$ cat src/rtl/fp_issue_ctrl.sv
// fp_issue_ctrl: issue/decode controller for the FP pipe.
// Decodes FP-op / FP-load / FP-store instructions into a registered control
// bundle. Single-cycle ops retire one cycle after accept. FDIV/FSQRT hold the
// controller busy and retire exactly DIV_LAT/SQRT_LAT cycles after accept.
// Ports:
//   clk, rst                  clock, async active-high reset
//   in_valid/in_ready         instruction handshake (opcode, func5, rd)
//   flush                     synchronous abort of accepted/in-flight work
//   out_valid                 1-cycle retire pulse with the control bundle
//   ir_mux..wb_int_en, out_rd registered control bundle (zero when idle)
//   illegal                   retiring instruction had an undecoded opcode
//   busy                      multi-cycle operation in flight
module fp_issue_ctrl #(
  parameter int unsigned REG_ADDR_W = 5,
  parameter int unsigned DIV_LAT    = 8,
  parameter int unsigned SQRT_LAT   = 12
) (
  input  logic                  clk,
  input  logic                  rst,
  input  logic                  in_valid,
  output logic                  in_ready,
  input  logic [6:0]            opcode,
  input  logic [4:0]            func5,
  input  logic [REG_ADDR_W-1:0] rd,
  input  logic                  flush,
  output logic                  out_valid,
  output logic [1:0]            ir_mux,
  output logic                  mwr,
  output logic                  b_mux,
  output logic                  werf,
  output logic                  move_en,
  output logic                  move_dir,
  output logic                  cvt_en,
  output logic                  is_unsigned,
  output logic                  wb_sel,
  output logic                  wb_fp_en,
  output logic                  wb_int_en,
  output logic [REG_ADDR_W-1:0] out_rd,
  output logic                  illegal,
  output logic                  busy
);

  localparam int unsigned MAX_LAT = (DIV_LAT > SQRT_LAT) ? DIV_LAT : SQRT_LAT;
  localparam int unsigned CNT_W   = $clog2(MAX_LAT);

  localparam logic [6:0] OP_FP    = 7'b1010011;
  localparam logic [6:0] OP_LOAD  = 7'b0000111;
  localparam logic [6:0] OP_STORE = 7'b0100111;

  localparam logic [4:0] F5_MV_X  = 5'b11101;
  localparam logic [4:0] F5_MV_F  = 5'b11110;
  localparam logic [4:0] F5_CVT_F = 5'b11100;
  localparam logic [4:0] F5_CVT_U = 5'b11111;
  localparam logic [4:0] F5_DIV   = 5'b00011;
  localparam logic [4:0] F5_SQRT  = 5'b01011;

  typedef enum logic {IDLE, MULTI} state_t;

  typedef struct packed {
    logic [1:0] ir_mux;
    logic       mwr;
    logic       b_mux;
    logic       werf;
    logic       move_en;
    logic       move_dir;
    logic       cvt_en;
    logic       is_unsigned;
    logic       wb_sel;
    logic       wb_fp_en;
    logic       wb_int_en;
    logic       illegal;
  } ctrl_t;

  state_t                  state_q, state_d;
  logic [CNT_W-1:0]        cnt_q, cnt_d;
  ctrl_t                   ctrl_q, ctrl_d;
  ctrl_t                   hold_q, hold_d;
  logic [REG_ADDR_W-1:0]   hold_rd_q, hold_rd_d;
  logic [REG_ADDR_W-1:0]   out_rd_d;
  logic                    out_valid_d;
  logic                    busy_d;

  ctrl_t                   dec;
  logic                    dec_multi;
  logic [CNT_W-1:0]        dec_cnt;
  logic                    accept;

  // Instruction decode into the control bundle
  always_comb begin
    dec       = '0;
    dec_multi = 1'b0;
    dec_cnt   = '0;
    case (opcode)
      OP_FP: begin
        dec.ir_mux = 2'b10;
        dec.werf   = 1'b1;
        case (func5)
          F5_MV_X: begin
            dec.move_en   = 1'b1;
            dec.move_dir  = 1'b1;
            dec.wb_int_en = 1'b1;
          end
          F5_MV_F: begin
            dec.move_en  = 1'b1;
            dec.wb_fp_en = 1'b1;
          end
          F5_CVT_F: begin
            dec.cvt_en   = 1'b1;
            dec.wb_fp_en = 1'b1;
          end
          F5_CVT_U: begin
            dec.cvt_en      = 1'b1;
            dec.is_unsigned = 1'b1;
            dec.wb_int_en   = 1'b1;
          end
          F5_DIV: begin
            dec.wb_fp_en = 1'b1;
            dec_multi    = 1'b1;
            dec_cnt      = CNT_W'(DIV_LAT - 1);
          end
          F5_SQRT: begin
            dec.wb_fp_en = 1'b1;
            dec_multi    = 1'b1;
            dec_cnt      = CNT_W'(SQRT_LAT - 1);
          end
          default: dec.wb_fp_en = 1'b1;
        endcase
      end
      OP_LOAD: begin
        dec.ir_mux   = 2'b01;
        dec.mwr      = 1'b1;
        dec.b_mux    = 1'b1;
        dec.werf     = 1'b1;
        dec.wb_sel   = 1'b1;
        dec.wb_fp_en = 1'b1;
      end
      OP_STORE: begin
        dec.ir_mux = 2'b00;
        dec.mwr    = 1'b1;
      end
      default: dec.illegal = 1'b1;
    endcase
  end

  // in_ready is a pure decode of the state register; IDLE also covers the
  // retire cycle of a multi-cycle op, so a new accept can overlap it.
  assign in_ready = (state_q == IDLE);
  assign accept   = in_valid && in_ready && !flush;

  // Next-state and next-output logic
  always_comb begin
    state_d     = state_q;
    cnt_d       = cnt_q;
    hold_d      = hold_q;
    hold_rd_d   = hold_rd_q;
    out_valid_d = 1'b0;
    ctrl_d      = '0;
    out_rd_d    = '0;
    if (flush) begin
      state_d = IDLE;
      cnt_d   = '0;
    end else begin
      case (state_q)
        IDLE: begin
          if (accept) begin
            if (dec_multi) begin
              hold_d    = dec;
              hold_rd_d = rd;
              cnt_d     = dec_cnt;
              state_d   = MULTI;
            end else begin
              out_valid_d = 1'b1;
              ctrl_d      = dec;
              out_rd_d    = rd;
            end
          end
        end
        MULTI: begin
          if (cnt_q == '0) begin
            out_valid_d = 1'b1;
            ctrl_d      = hold_q;
            out_rd_d    = hold_rd_q;
            state_d     = IDLE;
          end else begin
            cnt_d = cnt_q - CNT_W'(1);
          end
        end
        default: begin
          state_d = IDLE;
          cnt_d   = '0;
        end
      endcase
    end
    busy_d = (state_d == MULTI);
  end

  // State and output registers
  always_ff @(posedge clk or posedge rst) begin
    if (rst) begin
      state_q   <= IDLE;
      cnt_q     <= '0;
      hold_q    <= '0;
      hold_rd_q <= '0;
      out_valid <= 1'b0;
      ctrl_q    <= '0;
      out_rd    <= '0;
      busy      <= 1'b0;
    end else begin
      state_q   <= state_d;
      cnt_q     <= cnt_d;
      hold_q    <= hold_d;
      hold_rd_q <= hold_rd_d;
      out_valid <= out_valid_d;
      ctrl_q    <= ctrl_d;
      out_rd    <= out_rd_d;
      busy      <= busy_d;
    end
  end

  assign ir_mux      = ctrl_q.ir_mux;
  assign mwr         = ctrl_q.mwr;
  assign b_mux       = ctrl_q.b_mux;
  assign werf        = ctrl_q.werf;
  assign move_en     = ctrl_q.move_en;
  assign move_dir    = ctrl_q.move_dir;
  assign cvt_en      = ctrl_q.cvt_en;
  assign is_unsigned = ctrl_q.is_unsigned;
  assign wb_sel      = ctrl_q.wb_sel;
  assign wb_fp_en    = ctrl_q.wb_fp_en;
  assign wb_int_en   = ctrl_q.wb_int_en;
  assign illegal     = ctrl_q.illegal;

endmodule

$ cat config.mk
export PLATFORM = sky130hd
export DESIGN_NAME = fp_issue_ctrl
export DESIGN_NICKNAME = d
export VERILOG_FILES = /design/src/rtl/fp_issue_ctrl.sv
export SDC_FILE = /design/constraint.sdc
export NUM_CORES = 1
export LEC_CHECK = 0
export BUFFER_PORTS_ARGS = -buffer_cell sky130_fd_sc_hd__clkbuf_2
export CORE_AREA = 3 3 63 88
export CTS_CLUSTER_DIAMETER = 50
export DETAILED_ROUTE_END_ITERATION = 8
export DIE_AREA = 0 0 66 91
export PLACE_DENSITY = 0.65
export SETUP_SLACK_MARGIN = 0.4
export SYNTH_ARGS = -nofsm -noshare
export SYNTH_HDL_FRONTEND = slang
export SYNTH_SLANG_ARGS = --single-unit
export TNS_END_PERCENT = 1
$ cat constraint.sdc
create_clock -name clk -period 1.9 [get_ports clk]
set_input_delay 0 -clock clk [delete_from_list [all_inputs] [get_ports clk]]
set_output_delay 0 -clock clk [all_outputs]
set_load 0.03 [all_outputs]
==> impl_results.md, run 1 <==
- Antenna violations before repair: 0
- Area of the multi-input gates: 643 um^2
- Layout area overhead: 31.5%
- Clock Latency Late Sink: 290 ps
- Slowest Stage Delay on Critical Path: 410 ps
- Main synth FF type: dfrtp_1
- Skew final: 1.70 ps
- # rows: 30
- Run status: finished, final reports clean
- Total routed wirelength: 3290 um
- CP delay by family, top: simple AND/OR/NAND/NOR gates
- Ys async rst share: 100%
- Sink Count: 38
- Worst endpoint required time: 2070 ps
- Die Area: 0.00601 mm^2
- # fillers: 453
- Hpwl dp: 2220 um
- Crit path max fanout: 5
- CP Class: reg -> reg
- Worst hold path type: in -> reg
- Gr ovfl total: 0
- Max-slew headroom: 69.2%
- Vias in the first global route: 1155
- Clock slew at reported path FFs: 70 ps
- Max Fclk: 625 MHz
- H-tree depth: 2
- DR vias/cell: 4.69
- CP Buf/Inv Count: 1
- Max-cap viol count: 0
- I/O Buffers: 41
- Syn Nets: 155
- Max-slew violation count: 0
- P_leak: 1.13 nW
- Final Hold Viols: 0
- Final antenna diode count: 0
- Fin Setup TNS: 0 ps
- Initial Util: 34.1%
- Pwr dens: 747 mW/mm^2
- Core footprint: 0.00484 mm^2
- Post-synth EDFFs: 0
- Worst Hold Slack: 6.22 ps
- CTS Buf Count: 5
- Clk buf depth: 2
- Final Setup Violations: 0
- GPL Wtd Cong: 0.751
- Post-Synthesis Cells: 132
- Final min period: 1600 ps
- Total GRT Usage: 11.9%
- RSZ-0062 raised after global routing: true
- DRT antenna net count: 0
- CTS Root Cell: clkbuf_8
- CTS tree: built
- #FFs+latches synth: 38
- Via count: 1190
- FF/Latch Area: 951 um^2
- DR WL/cell: 12.9 um
- Startpoint Class: flop
- Maximum vdd ir drop: 0.000228 V
- Largest net degree at the start of global routing: 39
- Overall Power: 0.00162 W
- Mean post-synth cell area: 12.5 um^2
- I/O Pins: 42
- Layout Nets: 213
- Least-Margin Pin Slew: 462 ps
- DRT iter0 DRCs: 98
- Die Span X: 66 um
- First-pass detailed-route iteration total: 4
- Share of cells above drive strength 1: 38.4%
- Synth warn: 0
- Arr. time, crit path: 1770 ps
- Chip height: 91 um
- Slowest-stage cell, CP: or3b_4
- First-pass GRT wire length: 5500 um
- Setup crit end kind: flop
- Final worst-path cycle share: 84.2%
- Part of the Yosys area used for sequential elements: 57.6%
- Post-route DRC: 0
- Netlist Area Pre-Place: 0.00165 mm^2
- Crit-path cells: inv_2 > ha_1 > or3b_4 > nand2_4 > nand3b_1 > mux2_2
- Post-synthesis cell type count: 39
==> cell families after synthesis <==
family	share of synthesized area [%]
AND/OR/NAND/NOR	18.2
flip-flops	57.6
AO/OA/AOI/OAI	13.4
buffers and inverters	4.62
multiplexers	4.09
adder cells (fa/ha/maj)	1.52
XOR/XNOR	0.531
==> worst reg2reg max path: cells and delay by family (launching register included) <==
kind | cells | cell delay (ps)
fa+ha+maj | 1 | 130
buf+inv | 1 | 80
flops | 1 | 390
mux | 1 | 270
simple gates | 3 | 600
==> state kept, by name (all words and copies together), names as in the netlist <==
name         cells
hold_q          11
wb_fp_en         1
b_mux            1
out_valid        1
move_dir         1
illegal          1
cnt_q            4
ir_mux           1
move_en          1
cvt_en           1
werf             1
hold_rd_q        5
wb_int_en        1
mwr              1
state_q          1
out_rd           5
is_unsigned      1
==> report_power, final <==
group / total [W] / switching, W / internal [W] / leakage [nW]
Combinational: 0.000112 / 0.0000627 / 0.0000495 / 0.546
Sequential: 0.000818 / 0.00000214 / 0.000816 / 0.526
Clock: 0.000691 / 0.000272 / 0.000420 / 0.0573
Total: 0.00162 / 0.000336 / 0.00129 / 1.13
==> per-stage QoR <==
stage / cell area, um^2 / cells / util (%) / worst slack, ps
final: 2170 / 254 / 44.8 / 300
after global routing: 2170 / 254 / 44.8 / 263
after CTS: 2130 / 249 / 44.1 / 300
after detailed placement: 1900 / 231 / 39.2 / 245
after global placement: 1900 / 231 / 39.2 / 264
after floorplan: 1660 / 132 / - / 359
==> cells in the mapped netlist, types with 2 or more instances <==
master	number	share of area (%)
nand2b_1	4	1.5
a22o_1	10	5.3
buf_4	4	1.8
a31oi_1	2	0.76
nand2_1	9	2.0
nor2_1	4	0.91
buf_6	2	1.4
dfrtp_1	38	58
mux2_2	6	4.1
nand3_1	3	0.91
a32o_1	2	1.2
inv_1	5	1.1
o31ai_1	2	0.91
ha_1	2	1.5
o21ai_0	4	1.2
and2_1	10	3.8
nor2b_1	3	1.1
==> routing by layer <==
| layer | share of wire [%] | wire length, um | global-route usage (%) | vias up |
|---|---|---|---|---|
| met4 | 1.8 | 58 | 4.58 | 0 |
| met1 | 44 | 1440 | 15.4 | 560 |
| li1 | - | - | - | 584 |
| met3 | 7.5 | 248 | 3.96 | 6 |
| met2 | 47 | 1540 | 18.2 | 40 |
| met5 | 0 | 0 | 0 | - |
==> path summary, 6_finish.rpt <==
path | from | to | slack [ps] | cells past startpoint
worst min register to register | hold_q[4] | is_unsigned | 480 | 2
worst min-delay path | func5[1] | is_unsigned | 6 | 3
worst max-delay path | cnt_q[0] | cnt_q[3] | 300 | 6
max in group asynchronous | rst | out_rd[4] | 1220 | 4
min in group asynchronous | rst | b_mux | 360 | 4
worst max register to register | cnt_q[0] | cnt_q[3] | 300 | 6
==> cell usage in the layout, fill, tap and decap left out, drive strengths merged, types with 2 or more instances in the layout <==
master,instances
clkbuf,47
dfrtp,38
and2,10
a22o,10
nand2,9
buf,9
dlygate4sd3,8
mux2,6
inv,5
nor2,5
nand2b,4
o21ai,4
nand3,4
nor2b,3
o31ai,2
a32o,2
a31oi,2
ha,2
and4bb,2
==> final cells by class <==
class / count / share of cell area (%)
clock buffer: 6 / 3.80
tap: 64 / 3.69
inverter: 5 / 0.865
sequential: 38 / 43.8
timing repair buffer: 58 / 16.8
multi-input combinational: 82 / 29.6
clock inverter: 1 / 1.38
==> what timing repair did <==
| item | 4_1_cts | 5_1_grt |
|---|---|---|
| pin swaps | 1 | 1 |
| gates cloned | 0 | 0 |
| hold buffers | 8 | 0 |
| buffers inserted | 3 | 5 |
| endpoints found under the setup margin | 23 | 33 |
| endpoints found under the hold margin | 50 | 0 |
| resized for setup | 1 | 0 |
No activity file was read; power rests on OpenSTA's default activity.
==> run 2, diff against run 1 <==
--- a/config.mk
+++ b/config.mk
@@ -10,7 +10,7 @@
 export CTS_CLUSTER_DIAMETER = 50
 export DETAILED_ROUTE_END_ITERATION = 8
 export DIE_AREA = 0 0 66 91
-export PLACE_DENSITY = 0.65
+export PLACE_DENSITY = 0.67
 export SETUP_SLACK_MARGIN = 0.4
 export SYNTH_ARGS = -nofsm -noshare
 export SYNTH_HDL_FRONTEND = slang
==> constraint.sdc (replaced) <==
create_clock -name clk -period 1.3 [get_ports clk]
set_input_delay 0 -clock clk [delete_from_list [all_inputs] [get_ports clk]]
set_output_delay 0 -clock clk [all_outputs]
set_load 0.03 [all_outputs]
==> run 2 against run 1 <==
Against the previous run: the run now ends with setup timing left; register-to-register slack got worse by 550 ps; cell area grew 6.5%; via count grew 4.2%; total power increased by 57%; non-clock buffer count up 14; cell count grew 5.9%; maximum frequency up 3.1%; worst hold slack improved by 46 ps; combinational power increased by 64%; largest power group unchanged.
==> impl_results.md, run 2 (same netlist as run 1, synthesis figures left out) <==
- Share of cells above drive strength 1: 44.4%
- Least-Margin Pin Slew: 464 ps
- Vias in the first global route: 1359
- Max FFs per register: 11
- Biggest register: hold_q
- Run status: complete, but fails checks
- Startpoint Class: flop
- Final min period: 1550 ps
- CP delay by family, top: simple AND/OR/NAND/NOR gates
- Clock slew at reported path FFs: 70 ps
- Final antenna diode count: 0
- CP Class: reg -> reg
- Final worst-path cycle share: 119%
- Final Hold Viols: 0
- Max-cap viol count: 0
- Total GRT Usage: 12.5%
- Largest net degree at the start of global routing: 39
- First-pass GRT wire length: 6000 um
- Clock power share: 45.9%
- DR WL/cell: 12.8 um
- Met2 WL: 1760 um
- Internal: 0.00205 W
- Maximum vdd ir drop: 0.000449 V
- Arr. time, crit path: 1720 ps
- Overall Power: 0.00255 W
- Max-slew headroom: 69.1%
- Max Fclk: 644 MHz
- Final Setup Violations: 27
- DRT antenna net count: 0
- Core footprint: 0.00484 mm^2
- Clk buf depth: 2
- Top routing layer in use: met4
- Total routed wirelength: 3450 um
- Crit path max fanout: 3
- Placed insts: 254
- Pwr dens: 1100 mW/mm^2
- DRT iter0 DRCs: 53
- Setup crit end kind: flop
- DRT met1 WL: 1420 um
- RSZ-0062 raised after global routing: true
- CTS Root Cell: clkbuf_8
- CTS tree: built
- # rows: 30
- Switching power: 0.000503 W
- Dpl ws: -256 ps
- Crit-path cells: inv_2 > ha_1 > or3b_4 > nand2_4 > nand3b_1 > mux2_2
- Die Area: 0.00601 mm^2
- Fin Setup TNS: -4050 ps
- Slowest Stage Delay on Critical Path: 420 ps
- Antenna violations before repair: 0
- Biggest regs: hold_q x11, hold_rd_q x5, out_rd x5
- CTS Buf Count: 5
- GPL Wtd Cong: 0.826
- Comb pwr share: 7.2%
- Max-slew violation count: 0
- Cell Count, Final, Fillers Out: 269
- Worst endpoint required time: 1470 ps
- Worst hold path type: in -> reg
- Skew final: 6.92 ps
- Chip height: 91 um
- Commonest non-fill, non-tap cell in the layout: clkbuf_2
- Setup Fix Bufs, Post-CTS: 0
- Gr ovfl total: 0
- Slowest-stage cell, CP: or3b_4
- P_leak: 1.22 nW
- Layout Nets: 227
- Die Span X: 66 um
- I/O Pins: 42
- First-pass detailed-route iteration total: 4
- Clock Latency Late Sink: 280 ps
- Sw Share: 19.7%
- Hpwl dp: 2550 um
- I/O Buffers: 41
- Most frequent cells in the layout: clkbuf_2 (39), dfrtp_1 (38), buf_4 (22)
- Via count: 1240
- Failing checks: setup timing
- Layout area overhead: 40.1%
- Sink Count: 38
- Layout Utilization: 47.8%
- Final setup margin: -252 ps
- Post-route DRC: 0
- DR vias/cell: 4.61
- CP Buf/Inv Count: 1
- H-tree depth: 2
- Initial Util: 34.1%
- Sequential share of power: 46.9%
- Met3 WL: 223 um
-- run 2: area by class of cell --
type	count	area [um^2]
Timing Repair Buffer	72	487
Inverter	5	18.8
Clock buffer	5	68.8
Clock inverter	3	68.8
Tap cell	64	80.1
Fill cell	429	2530
Sequential cell	38	951
Multi-Input combinational cell	82	638
-- run 2: through the flow --
step           hold WS [ps]  instance area [um^2]
6_report               52.7                  2310
2_1_floorplan          97.4                  1660
3_5_place_dp            118                  2100
5_1_grt                61.9                  2310
4_1_cts                45.0                  2300
3_3_place_gp            112                  2100
-- run 2: worst paths after layout --
path                           start          to  slack (ps)  cells past startpoint
max                         cnt_q[0]    cnt_q[3]        -250                      6
min                         func5[1]    move_dir          50                      3
max reg2reg                 cnt_q[0]    cnt_q[3]        -250                      6
min reg2reg                hold_q[2]   hold_q[2]         470                      1
max in group asynchronous        rst  hold_q[12]         630                      4
min in group asynchronous        rst   hold_q[4]         350                      4
-- run 2: tightest hold or removal path, delay by kind of cell --
kind	cells	cell delay (ps)
AOI/OAI and AO/OA	1	70
buffers and inverters	2	220
-- run 2: power by group through the flow --
| stage | clock, W | combinational [W] | sequential, W |
|---|---|---|---|
| finish | 0.00117 | 0.000184 | 0.00120 |
| detailed placement | 0 | 0.000169 | 0.00122 |
| floorplan | 0 | 0.0000651 | 0.00124 |
| global placement | 0 | 0.000168 | 0.00122 |
| CTS | 0.00120 | 0.000187 | 0.00120 |
| global route | 0.00126 | 0.000203 | 0.00120 |
-- run 2: metal layers --
| metal | global-route usage, % | vias up |
|---|---|---|
| li1 | - | 610 |
| met1 | 14.5 | 584 |
| met2 | 22.4 | 36 |
| met3 | 2.72 | 10 |
| met4 | 4.07 | 0 |
| met5 | 0 | - |
-- run 2: repair_timing --
item,CTS,global route
endpoints found under the hold margin,49,0
pin swaps,2,2
hold buffers,7,0
setup endpoints to repair,40,40
gates resized for setup,2,7
